### config.mk
export PLATFORM = sky130hd
export DESIGN_NAME = sliced_addsub_seq_flat
export DESIGN_NICKNAME = d
export VERILOG_FILES = /design/src/rtl/sliced_addsub_if.sv /design/src/rtl/sliced_addsub_seq.sv /design/src/flat_wrapper.sv
export SDC_FILE = /design/constraint.sdc
export NUM_CORES = 1
export LEC_CHECK = 0
export BUFFER_PORTS_ARGS = -buffer_cell sky130_fd_sc_hd__buf_2
export CAP_MARGIN = 20
export CORE_ASPECT_RATIO = 1.25
export CORE_UTILIZATION = 58
export DETAILED_ROUTE_END_ITERATION = 8
export PLACE_DENSITY = 0.84
export SYNTH_ARGS = -nofsm -noshare
export SYNTH_HDL_FRONTEND = slang
export SYNTH_SLANG_ARGS = --single-unit
### constraint.sdc
create_clock -name clk -period 6.21 [get_ports clk]
set_clock_uncertainty 0.15 [all_clocks]
set_input_delay 1.242 -clock clk [delete_from_list [all_inputs] [get_ports clk]]
set_output_delay 1.242 -clock clk [all_outputs]
set_load 0.05 [all_outputs]
### src/rtl/sliced_addsub_if.sv
// Handshake and operand/result bundle for the sliced add/subtract unit.
// The master side issues operations; the slave side (the datapath) returns results and flags.
interface sliced_addsub_if #(
   parameter int WIDTH = 16,
   parameter int SLICE = 4
);
   logic             start;
   logic [WIDTH-1:0] a;
   logic [WIDTH-1:0] b;
   logic             cin;
   logic             subtract;
   logic             busy;
   logic             done;
   logic [WIDTH-1:0] sum;
   logic             cout;
   logic             overflow;
   logic             zero;

   modport master (
      output start, a, b, cin, subtract,
      input  busy, done, sum, cout, overflow, zero
   );

   modport slave (
      input  start, a, b, cin, subtract,
      output busy, done, sum, cout, overflow, zero
   );
endinterface

### src/rtl/sliced_addsub_seq.sv
// Multi-cycle add/subtract: WIDTH-bit operands go through one SLICE-bit adder, LSB slice first.
// Define SLICED_ADDSUB_SATURATE_EN to clamp the sum on signed overflow instead of wrapping.
//
// state | meaning
// IDLE  | waiting for start; operands not yet captured
// RUN   | one slice added per clock, carry held in carry_q
// DONE  | results valid, done pulses; start here chains the next operation
module sliced_addsub_seq #(
   parameter int WIDTH = 16,
   parameter int SLICE = 4
) (
   input logic            clk,
   input logic            reset,
   sliced_addsub_if.slave bus
);
   localparam int K     = WIDTH / SLICE;
   localparam int IDX_W = (K > 1) ? $clog2(K) : 1;
   localparam logic [IDX_W-1:0] LAST_IDX = IDX_W'(K - 1);

   typedef enum logic [1:0] {
      IDLE,
      RUN,
      DONE
   } state_t;

   state_t           state_q;
   state_t           state_d;

   logic [WIDTH-1:0] a_sh;
   logic [WIDTH-1:0] b_sh;
   logic             carry_q;
   logic [IDX_W-1:0] idx_q;
   logic [WIDTH-1:0] sum_q;
   logic             cout_q;
   logic             ovf_q;
   logic             zero_q;

   logic             accept;
   logic             last_slice;
   logic [SLICE-1:0] a_sl;
   logic [SLICE-1:0] b_sl;
   logic [SLICE:0]   slice_full;
   logic             c_msb_in;
   logic             slice_ovf;
   logic [WIDTH-1:0] sum_merge;
   logic [WIDTH-1:0] sum_final;

   assign accept     = bus.start && ((state_q == IDLE) || (state_q == DONE));
   assign last_slice = (idx_q == LAST_IDX);

   always_ff @(posedge clk) begin
      if (reset) begin
         state_q <= IDLE;
      end else begin
         state_q <= state_d;
      end
   end

   always_comb begin
      state_d = state_q;
      unique case (state_q)
         IDLE:    if (accept) state_d = RUN;
         RUN:     if (last_slice) state_d = DONE;
         DONE:    state_d = accept ? RUN : IDLE;
         default: state_d = IDLE;
      endcase
   end

   // Operands are shifted right each slice so the adder always reads the low SLICE bits.
   assign a_sl       = a_sh[SLICE-1:0];
   assign b_sl       = b_sh[SLICE-1:0];
   assign slice_full = {1'b0, a_sl} + {1'b0, b_sl} + {{SLICE{1'b0}}, carry_q};

   // Carry into the slice MSB recovered from its sum bit; on the last slice this is the carry into bit WIDTH-1.
   assign c_msb_in   = slice_full[SLICE-1] ^ a_sl[SLICE-1] ^ b_sl[SLICE-1];
   assign slice_ovf  = c_msb_in ^ slice_full[SLICE];

   always_comb begin
      sum_merge = sum_q;
      sum_merge[int'(idx_q)*SLICE +: SLICE] = slice_full[SLICE-1:0];
   end

`ifdef SLICED_ADDSUB_SATURATE_EN
   // On overflow both effective operands share a_sl's MSB, which is the true result's sign.
   always_comb begin
      sum_final = sum_merge;
      if (last_slice && slice_ovf) begin
         sum_final = a_sl[SLICE-1] ? {1'b1, {(WIDTH-1){1'b0}}} : {1'b0, {(WIDTH-1){1'b1}}};
      end
   end
`else
   assign sum_final = sum_merge;
`endif

   always_ff @(posedge clk) begin
      if (reset) begin
         a_sh    <= '0;
         b_sh    <= '0;
         carry_q <= 1'b0;
         idx_q   <= '0;
         sum_q   <= '0;
         cout_q  <= 1'b0;
         ovf_q   <= 1'b0;
         zero_q  <= 1'b0;
      end else if (accept) begin
         a_sh    <= bus.a;
         b_sh    <= bus.subtract ? ~bus.b : bus.b;
         carry_q <= bus.subtract ? ~bus.cin : bus.cin;
         idx_q   <= '0;
      end else if (state_q == RUN) begin
         a_sh    <= a_sh >> SLICE;
         b_sh    <= b_sh >> SLICE;
         carry_q <= slice_full[SLICE];
         idx_q   <= idx_q + 1'b1;
         sum_q   <= sum_final;
         if (last_slice) begin
            cout_q <= slice_full[SLICE];
            ovf_q  <= slice_ovf;
            zero_q <= (sum_final == '0);
         end
      end
   end

   assign bus.busy     = (state_q == RUN);
   assign bus.done     = (state_q == DONE);
   assign bus.sum      = sum_q;
   assign bus.cout     = cout_q;
   assign bus.overflow = ovf_q;
   assign bus.zero     = zero_q;
endmodule
### src/flat_wrapper.sv
// flat-port wrapper written by rule: the top's interface ports become plain ports
module sliced_addsub_seq_flat 
#(
   parameter int WIDTH = 16,
   parameter int SLICE = 4
)
  (clk, reset, bus_start, bus_a, bus_b, bus_cin, bus_subtract, bus_busy, bus_done, bus_sum, bus_cout, bus_overflow, bus_zero);
  sliced_addsub_if #(.WIDTH(WIDTH), .SLICE(SLICE)) bus_i ();
  input logic clk;
  input logic reset;
  input wire logic [$bits(bus_i.start)-1:0] bus_start;
  input wire logic [$bits(bus_i.a)-1:0] bus_a;
  input wire logic [$bits(bus_i.b)-1:0] bus_b;
  input wire logic [$bits(bus_i.cin)-1:0] bus_cin;
  input wire logic [$bits(bus_i.subtract)-1:0] bus_subtract;
  output wire logic [$bits(bus_i.busy)-1:0] bus_busy;
  output wire logic [$bits(bus_i.done)-1:0] bus_done;
  output wire logic [$bits(bus_i.sum)-1:0] bus_sum;
  output wire logic [$bits(bus_i.cout)-1:0] bus_cout;
  output wire logic [$bits(bus_i.overflow)-1:0] bus_overflow;
  output wire logic [$bits(bus_i.zero)-1:0] bus_zero;
  assign bus_i.start = bus_start;
  assign bus_i.a = bus_a;
  assign bus_i.b = bus_b;
  assign bus_i.cin = bus_cin;
  assign bus_i.subtract = bus_subtract;
  assign bus_busy = bus_i.busy;
  assign bus_done = bus_i.done;
  assign bus_sum = bus_i.sum;
  assign bus_cout = bus_i.cout;
  assign bus_overflow = bus_i.overflow;
  assign bus_zero = bus_i.zero;
  sliced_addsub_seq #(.WIDTH(WIDTH), .SLICE(SLICE)) u_core (.clk(clk), .reset(reset), .bus(bus_i));
endmodule
# ---- Word-level counts from Yosys, hierarchy flattened
# Cells that the tools add are included.
dict set report word_totals {
  reg_bits 56
  out_inout_bits 21
}
dict set report classes {
  n_addsub 4
  n_eq_ne 5
  shifts 2
  mux 13
  n_bitwise 6
  reduce_logical 9
}
# op count
set op_table {}
lappend op_table {{$mux W16} 5}
lappend op_table {{$neg A4 Y33} 1}
lappend op_table {{$shift A4 B33 Y16 const A} 1}
lappend op_table {{$shiftx A4 B33 Y16} 1}
lappend op_table {{$bwmux W16} 1}
lappend op_table {{$logic_not A16 Y1} 1}
lappend op_table {{$not A16 Y16} 1}
lappend op_table {{$pmux W2 S3} 1}
lappend op_table {{$add A4 B4 Y5} 1}
lappend op_table {{$add A5 B1 Y5} 1}
lappend op_table {{$eq A2 B2 Y1 const B} 2}
lappend op_table {{$mux W1} 4}
lappend op_table {{$mux W2} 2}
lappend op_table {{$ne A2 B1 Y1 const B} 2}
lappend op_table {{$reduce_and A2 Y1} 2}
lappend op_table {{$reduce_and A3 Y1} 1}
lappend op_table {{$xor A1 B1 Y1} 3}
lappend op_table {{$add A2 B1 Y2 const B} 1}
lappend op_table {{$eq A2 B1 Y1 const B} 1}
lappend op_table {{$logic_not A2 Y1} 1}
lappend op_table {{$not A1 Y1} 2}
lappend op_table {{$reduce_bool A2 Y1} 1}
lappend op_table {{$reduce_or A2 Y1} 1}
lappend op_table {{$logic_and A1 B1 Y1} 1}
lappend op_table {{$logic_or A1 B1 Y1} 1}

# ---- Logic depth before layout (Yosys ltp)
dict set report logic_depth {
  word_depth 5
  ltp_mapped 8
  depth_no_buf 8
}

# ---- Least setup slack after synthesis
# Ideal clock, no wire load.
dict set report synth_path {
  kind {reg-to-output}
  start {reg u_core.state_q[0]}
  end {out bus_done}
  arrival_ps 1032
  t_required_ps 4818
  slack_ps 3786
  stages_incl_launch_ff 2
  path_cell_list {dfxtp_1 > nor2b_1}
}
dict set report synth_between {
  elab_chain_len 1
}
# item line
set synth_rtl {}
lappend synth_rtl {{start, declared} sliced_addsub_seq.sv:26} ;# state_t state_q;
lappend synth_rtl {{start signal, assigned} sliced_addsub_seq.sv:55} ;# state_q <= state_d;
lappend synth_rtl {{$eq A2 B2 Y1} sliced_addsub_seq.sv:125} ;# assign bus.done = (state_q == DONE);
lappend synth_rtl {{end, declared} flat_wrapper.sv:17} ;# output wire logic [$bits(bus_i.done)-1:0] bus_done;
# No other way between the ends.

# ---- Worst setup path in the final report
dict set report layout_path {
  start {reg u_core.state_q[0]}
  end {out bus_busy}
}
dict set report layout_between {
  elab_chain_len 1
}
# item line
set layout_rtl {}
lappend layout_rtl {{$eq A2 B1 Y1} sliced_addsub_seq.sv:124} ;# assign bus.busy = (state_q == RUN);
lappend layout_rtl {{end, declared} flat_wrapper.sv:16} ;# output wire logic [$bits(bus_i.busy)-1:0] bus_busy;
# No other way between the ends.

==> impl_metrics.env <==
export IMPL_rows=27
export IMPL_clk_transition_reported_paths_ns=0.11
export IMPL_ys_async_sr_fraction_pct=0
export IMPL_num_vias=2450
export IMPL_num_io_pins=58
export IMPL_average_wire_per_standard_cell_um=13.6
export IMPL_first_iter_violations=145
export IMPL_synth_warning_count=0
export IMPL_number_of_max_cap_violations=0
export IMPL_ys_seq_area_share_pct=40.3
export IMPL_cp_start_kind="flop"
export IMPL_timing_critical_path_arrival_ns=1.79
export IMPL_wire_length_of_the_first_global_routing_pass_mm=9.43
export IMPL_fp_dieArea_mm2=0.00508
export IMPL_design_final_nets=413
export IMPL_clkLatencyLatePin_ns=0.31
export IMPL_initial_core_util_pct=61.9
export IMPL_timing_critical_path_slowest_stage_cell="sky130_fd_sc_hd__clkinv_2"
export IMPL_drc=0
export IMPL_report_final_slew_viol_count=0
export IMPL_clock_fmax_mhz=314
export IMPL_total_length_of_routed_wires_mm=5.76
export IMPL_critical_path_start_end_classification="reg -> out"
export IMPL_syn_nets=372
export IMPL_crit_fanout=49
export IMPL_vdd_ir_drop_worst_mv=0.185
export IMPL_outcome="finished, final reports clean"
export IMPL_clock_period_minus_final_worst_setup_slack_ns=3.19
export IMPL_dpl_instance_area_mm2=0.00303
export IMPL_die_y_um=79.4
export IMPL_post_route_cells_drive_above_1_share_pct=20.5
export IMPL_total_leakage_power_nw=1.29
export IMPL_first_global_vias=2166
export IMPL_slew_limit_headroom_pct=35.1
export IMPL_finalCoreUtilization_pct=69.8
export IMPL_worstPathRequired_ns=4.82
export IMPL_path_cells="nand2b_4 > clkinv_2 > buf_2"
export IMPL_die_w_um=63.9
export IMPL_synth_cells=324
export IMPL_finalSetupTns_ns=0
export IMPL_total_congestion_overflow_after_global_routing=0
export IMPL_yosys_most_used_dff="sky130_fd_sc_hd__dfxtp_1"
export IMPL_yosysUniqueCellTypes=39
export IMPL_synth_area_leader_cell="sky130_fd_sc_hd__dfxtp_1"
export IMPL_grt_util_all_layers_pct=23.7
export IMPL_antenna_found_initial=0
export IMPL_power_per_cell_area_mw_per_mm2=245
export IMPL_place_detailed_hpwl_mm=3.91
export IMPL_dpl_worst_slack_ns=2.96
export IMPL_ant_nets=0
export IMPL_clockBufferDepth=2
export IMPL_end_kind="primary output"
export IMPL_clock_tree_from_tritoncts="yes"
export IMPL_grt_setup_unrepaired="no"
export IMPL_drt_vias_per_instance=5.78
export IMPL_synth_area_top_cells="sky130_fd_sc_hd__dfxtp_1, sky130_fd_sc_hd__a22oi_1, sky130_fd_sc_hd__a21oi_1, sky130_fd_sc_hd__xor2_1, sky130_fd_sc_hd__nor2_1"
export IMPL_report_final_setup_viol=0
export IMPL_routability_driven_placement_congestion_ratio=0.922
export IMPL_final_number_of_hold_violating_endpoints=0
export IMPL_place_port_buffers=57
export IMPL_final_area_mm2=0.00314
export IMPL_area_growth_synth_to_final_pct=12.8
export IMPL_tritoncts_num_sinks=56
export IMPL_hold_path_class="reg -> reg"
export IMPL_number_of_hold_buffers_added_after_cts=0
export IMPL_synth_top_area_share_pct=40.3
export IMPL_number_of_synthesized_register_bits=56
export IMPL_slowest_delay_ns=0.52
export IMPL_core_box_area_mm2=0.00449
export IMPL_clk_root_buffer_cell="sky130_fd_sc_hd__clkbuf_8"
export IMPL_grt_max_degree=58
export IMPL_insertedDiodeCount=0
export IMPL_cts_max_level=2
export IMPL_cts_repair_resized=0
export IMPL_cts_made_buffers=5
export IMPL_postCtsSetupBuffers=0
export IMPL_max_slew_worst_pin_slew_ns=0.973
export IMPL_synth_enable_flop_cells=0
export IMPL_fin_crit_sh_pct=51.3
export IMPL_synthesis_area_per_instance_um2=8.58
export IMPL_post_synth_instance_area_mm2=0.00278
export IMPL_detail_route_first_pass_iterations=4
export IMPL_fin_ws_ns=3.02
placed cells by master, fill, tap and decap left out, types with 2 or more instances in the layout:
cell | netlist | final
sky130_fd_sc_hd__ha_1 | 9 | 9
sky130_fd_sc_hd__dfxtp_1 | 56 | 56
sky130_fd_sc_hd__nor4_1 | 5 | 5
sky130_fd_sc_hd__fa_1 | 2 | 2
sky130_fd_sc_hd__nand2_1 | 31 | 31
sky130_fd_sc_hd__nand2b_1 | 2 | 2
sky130_fd_sc_hd__nor2b_1 | 9 | 8
sky130_fd_sc_hd__a21oi_1 | 28 | 28
sky130_fd_sc_hd__o21ai_0 | 3 | 3
sky130_fd_sc_hd__inv_6 | 0 | 2
sky130_fd_sc_hd__xor2_1 | 16 | 16
sky130_fd_sc_hd__clkbuf_8 | 0 | 5
sky130_fd_sc_hd__inv_1 | 7 | 7
sky130_fd_sc_hd__a22oi_1 | 36 | 36
sky130_fd_sc_hd__nand4_1 | 2 | 2
sky130_fd_sc_hd__nor3_1 | 6 | 6
sky130_fd_sc_hd__a21o_1 | 2 | 2
sky130_fd_sc_hd__a31oi_1 | 4 | 4
sky130_fd_sc_hd__mux2i_1 | 3 | 3
sky130_fd_sc_hd__o211ai_1 | 2 | 2
sky130_fd_sc_hd__nand3b_1 | 3 | 3
sky130_fd_sc_hd__and2_1 | 3 | 3
sky130_fd_sc_hd__nand3_1 | 2 | 2
sky130_fd_sc_hd__buf_2 | 12 | 57
sky130_fd_sc_hd__xnor2_1 | 6 | 6
sky130_fd_sc_hd__a211oi_1 | 11 | 11
sky130_fd_sc_hd__a32oi_1 | 3 | 3
sky130_fd_sc_hd__nor2_1 | 37 | 36
sky130_fd_sc_hd__o22ai_1 | 2 | 2
worst max-delay path, delay by kind of cell (launching register included):
family | cells | cell delay [ns]
buffers and inverters | 2 | 0.96
DFF | 1 | 0.37
and+or+nand+nor | 1 | 0.14
where the power goes:
part	total [mW]	switching, mW	internal (mW)
logic	0.164	0.102	0.0623
registers	0.396	0.0155	0.381
clock network	0.210	0.126	0.0833
layer usage:
layer  wire, um  track usage, %  vias to the layer above
li1           -               -                     1225
met1       2370            26.8                     1148
met2       3030            42.1                       68
met3        244            4.71                        9
met4        117            11.1                        0
met5          0               0                        -
cells in the mapped netlist (2+ instances only):
cell / instances
sky130_fd_sc_hd__inv_1: 7
sky130_fd_sc_hd__buf_2: 12
sky130_fd_sc_hd__xnor2_1: 6
sky130_fd_sc_hd__fa_1: 2
sky130_fd_sc_hd__and2_1: 3
sky130_fd_sc_hd__nand2b_1: 2
sky130_fd_sc_hd__a211oi_1: 11
sky130_fd_sc_hd__a31oi_1: 4
sky130_fd_sc_hd__nand2_1: 31
sky130_fd_sc_hd__a32oi_1: 3
sky130_fd_sc_hd__a21oi_1: 28
sky130_fd_sc_hd__nand4_1: 2
sky130_fd_sc_hd__o22ai_1: 2
sky130_fd_sc_hd__nor4_1: 5
sky130_fd_sc_hd__nand3_1: 2
sky130_fd_sc_hd__a21o_1: 2
sky130_fd_sc_hd__nor2_1: 37
sky130_fd_sc_hd__o21ai_0: 3
sky130_fd_sc_hd__nand3b_1: 3
sky130_fd_sc_hd__nor3_1: 6
sky130_fd_sc_hd__o211ai_1: 2
sky130_fd_sc_hd__buf_4: 3
sky130_fd_sc_hd__dfxtp_1: 56
sky130_fd_sc_hd__ha_1: 9
sky130_fd_sc_hd__mux2i_1: 3
sky130_fd_sc_hd__xor2_1: 16
sky130_fd_sc_hd__clkbuf_1: 9
sky130_fd_sc_hd__nor2b_1: 9
sky130_fd_sc_hd__a22oi_1: 36
final cells by class:
| cell class | instances | area [um2] |
|---|---|---|
| multi-input cells | 235 | 1510 |
| fillers | 360 | 1360 |
| flip-flops and latches | 56 | 1120 |
| repair buffers | 59 | 308 |
| well taps | 58 | 72.6 |
| clock buffers | 5 | 68.8 |
| inverters | 8 | 31.3 |
| clock inverters | 3 | 26.3 |
worst paths after layout:
| kind | startpoint | endpoint | slack [ns] | depth (start not counted) |
|---|---|---|---|---|
| worst max register to register | u_core.idx_q[0] | u_core.bus.zero | 3.78 | 6 |
| worst min-delay path | u_core.b_sh[5] | u_core.b_sh[5] | 0.31 | 2 |
| worst min register to register | u_core.b_sh[5] | u_core.b_sh[5] | 0.31 | 2 |
| worst max-delay path | u_core.state_q[0] | bus_busy | 3.02 | 3 |
registers in the layout (all words and copies together) (netlist names):
register / count
u_core.bus.zero: 1
u_core.state_q: 2
u_core.carry_q: 1
u_core.bus.sum: 16
u_core.idx_q: 2
u_core.bus.cout: 1
u_core.b_sh: 16
u_core.bus.overflow: 1
u_core.a_sh: 16
cell families after synthesis:
group / count (synthesis) / synth area share (%)
and+or+nand+nor: 103 / 17.1
AOI/OAI and AO/OA: 95 / 22.9
DFF: 56 / 40.3
buffers and inverters: 33 / 5.58
xor gates and xnor gates: 23 / 7.52
adders and majority gates: 11 / 5.49
muxes: 3 / 1.08
stage by stage:
step | power [mW] | instances | hold slack, ns
after CTS | 0.772 | 423 | 0.315
final | 0.769 | 424 | 0.315
after floorplan | 0.528 | 324 | 0.287
after global placement | 0.561 | 415 | 0.293
after detailed placement | 0.565 | 415 | 0.299
after global routing | 0.810 | 424 | 0.337
No activity file was read; power rests on OpenSTA's default activity.
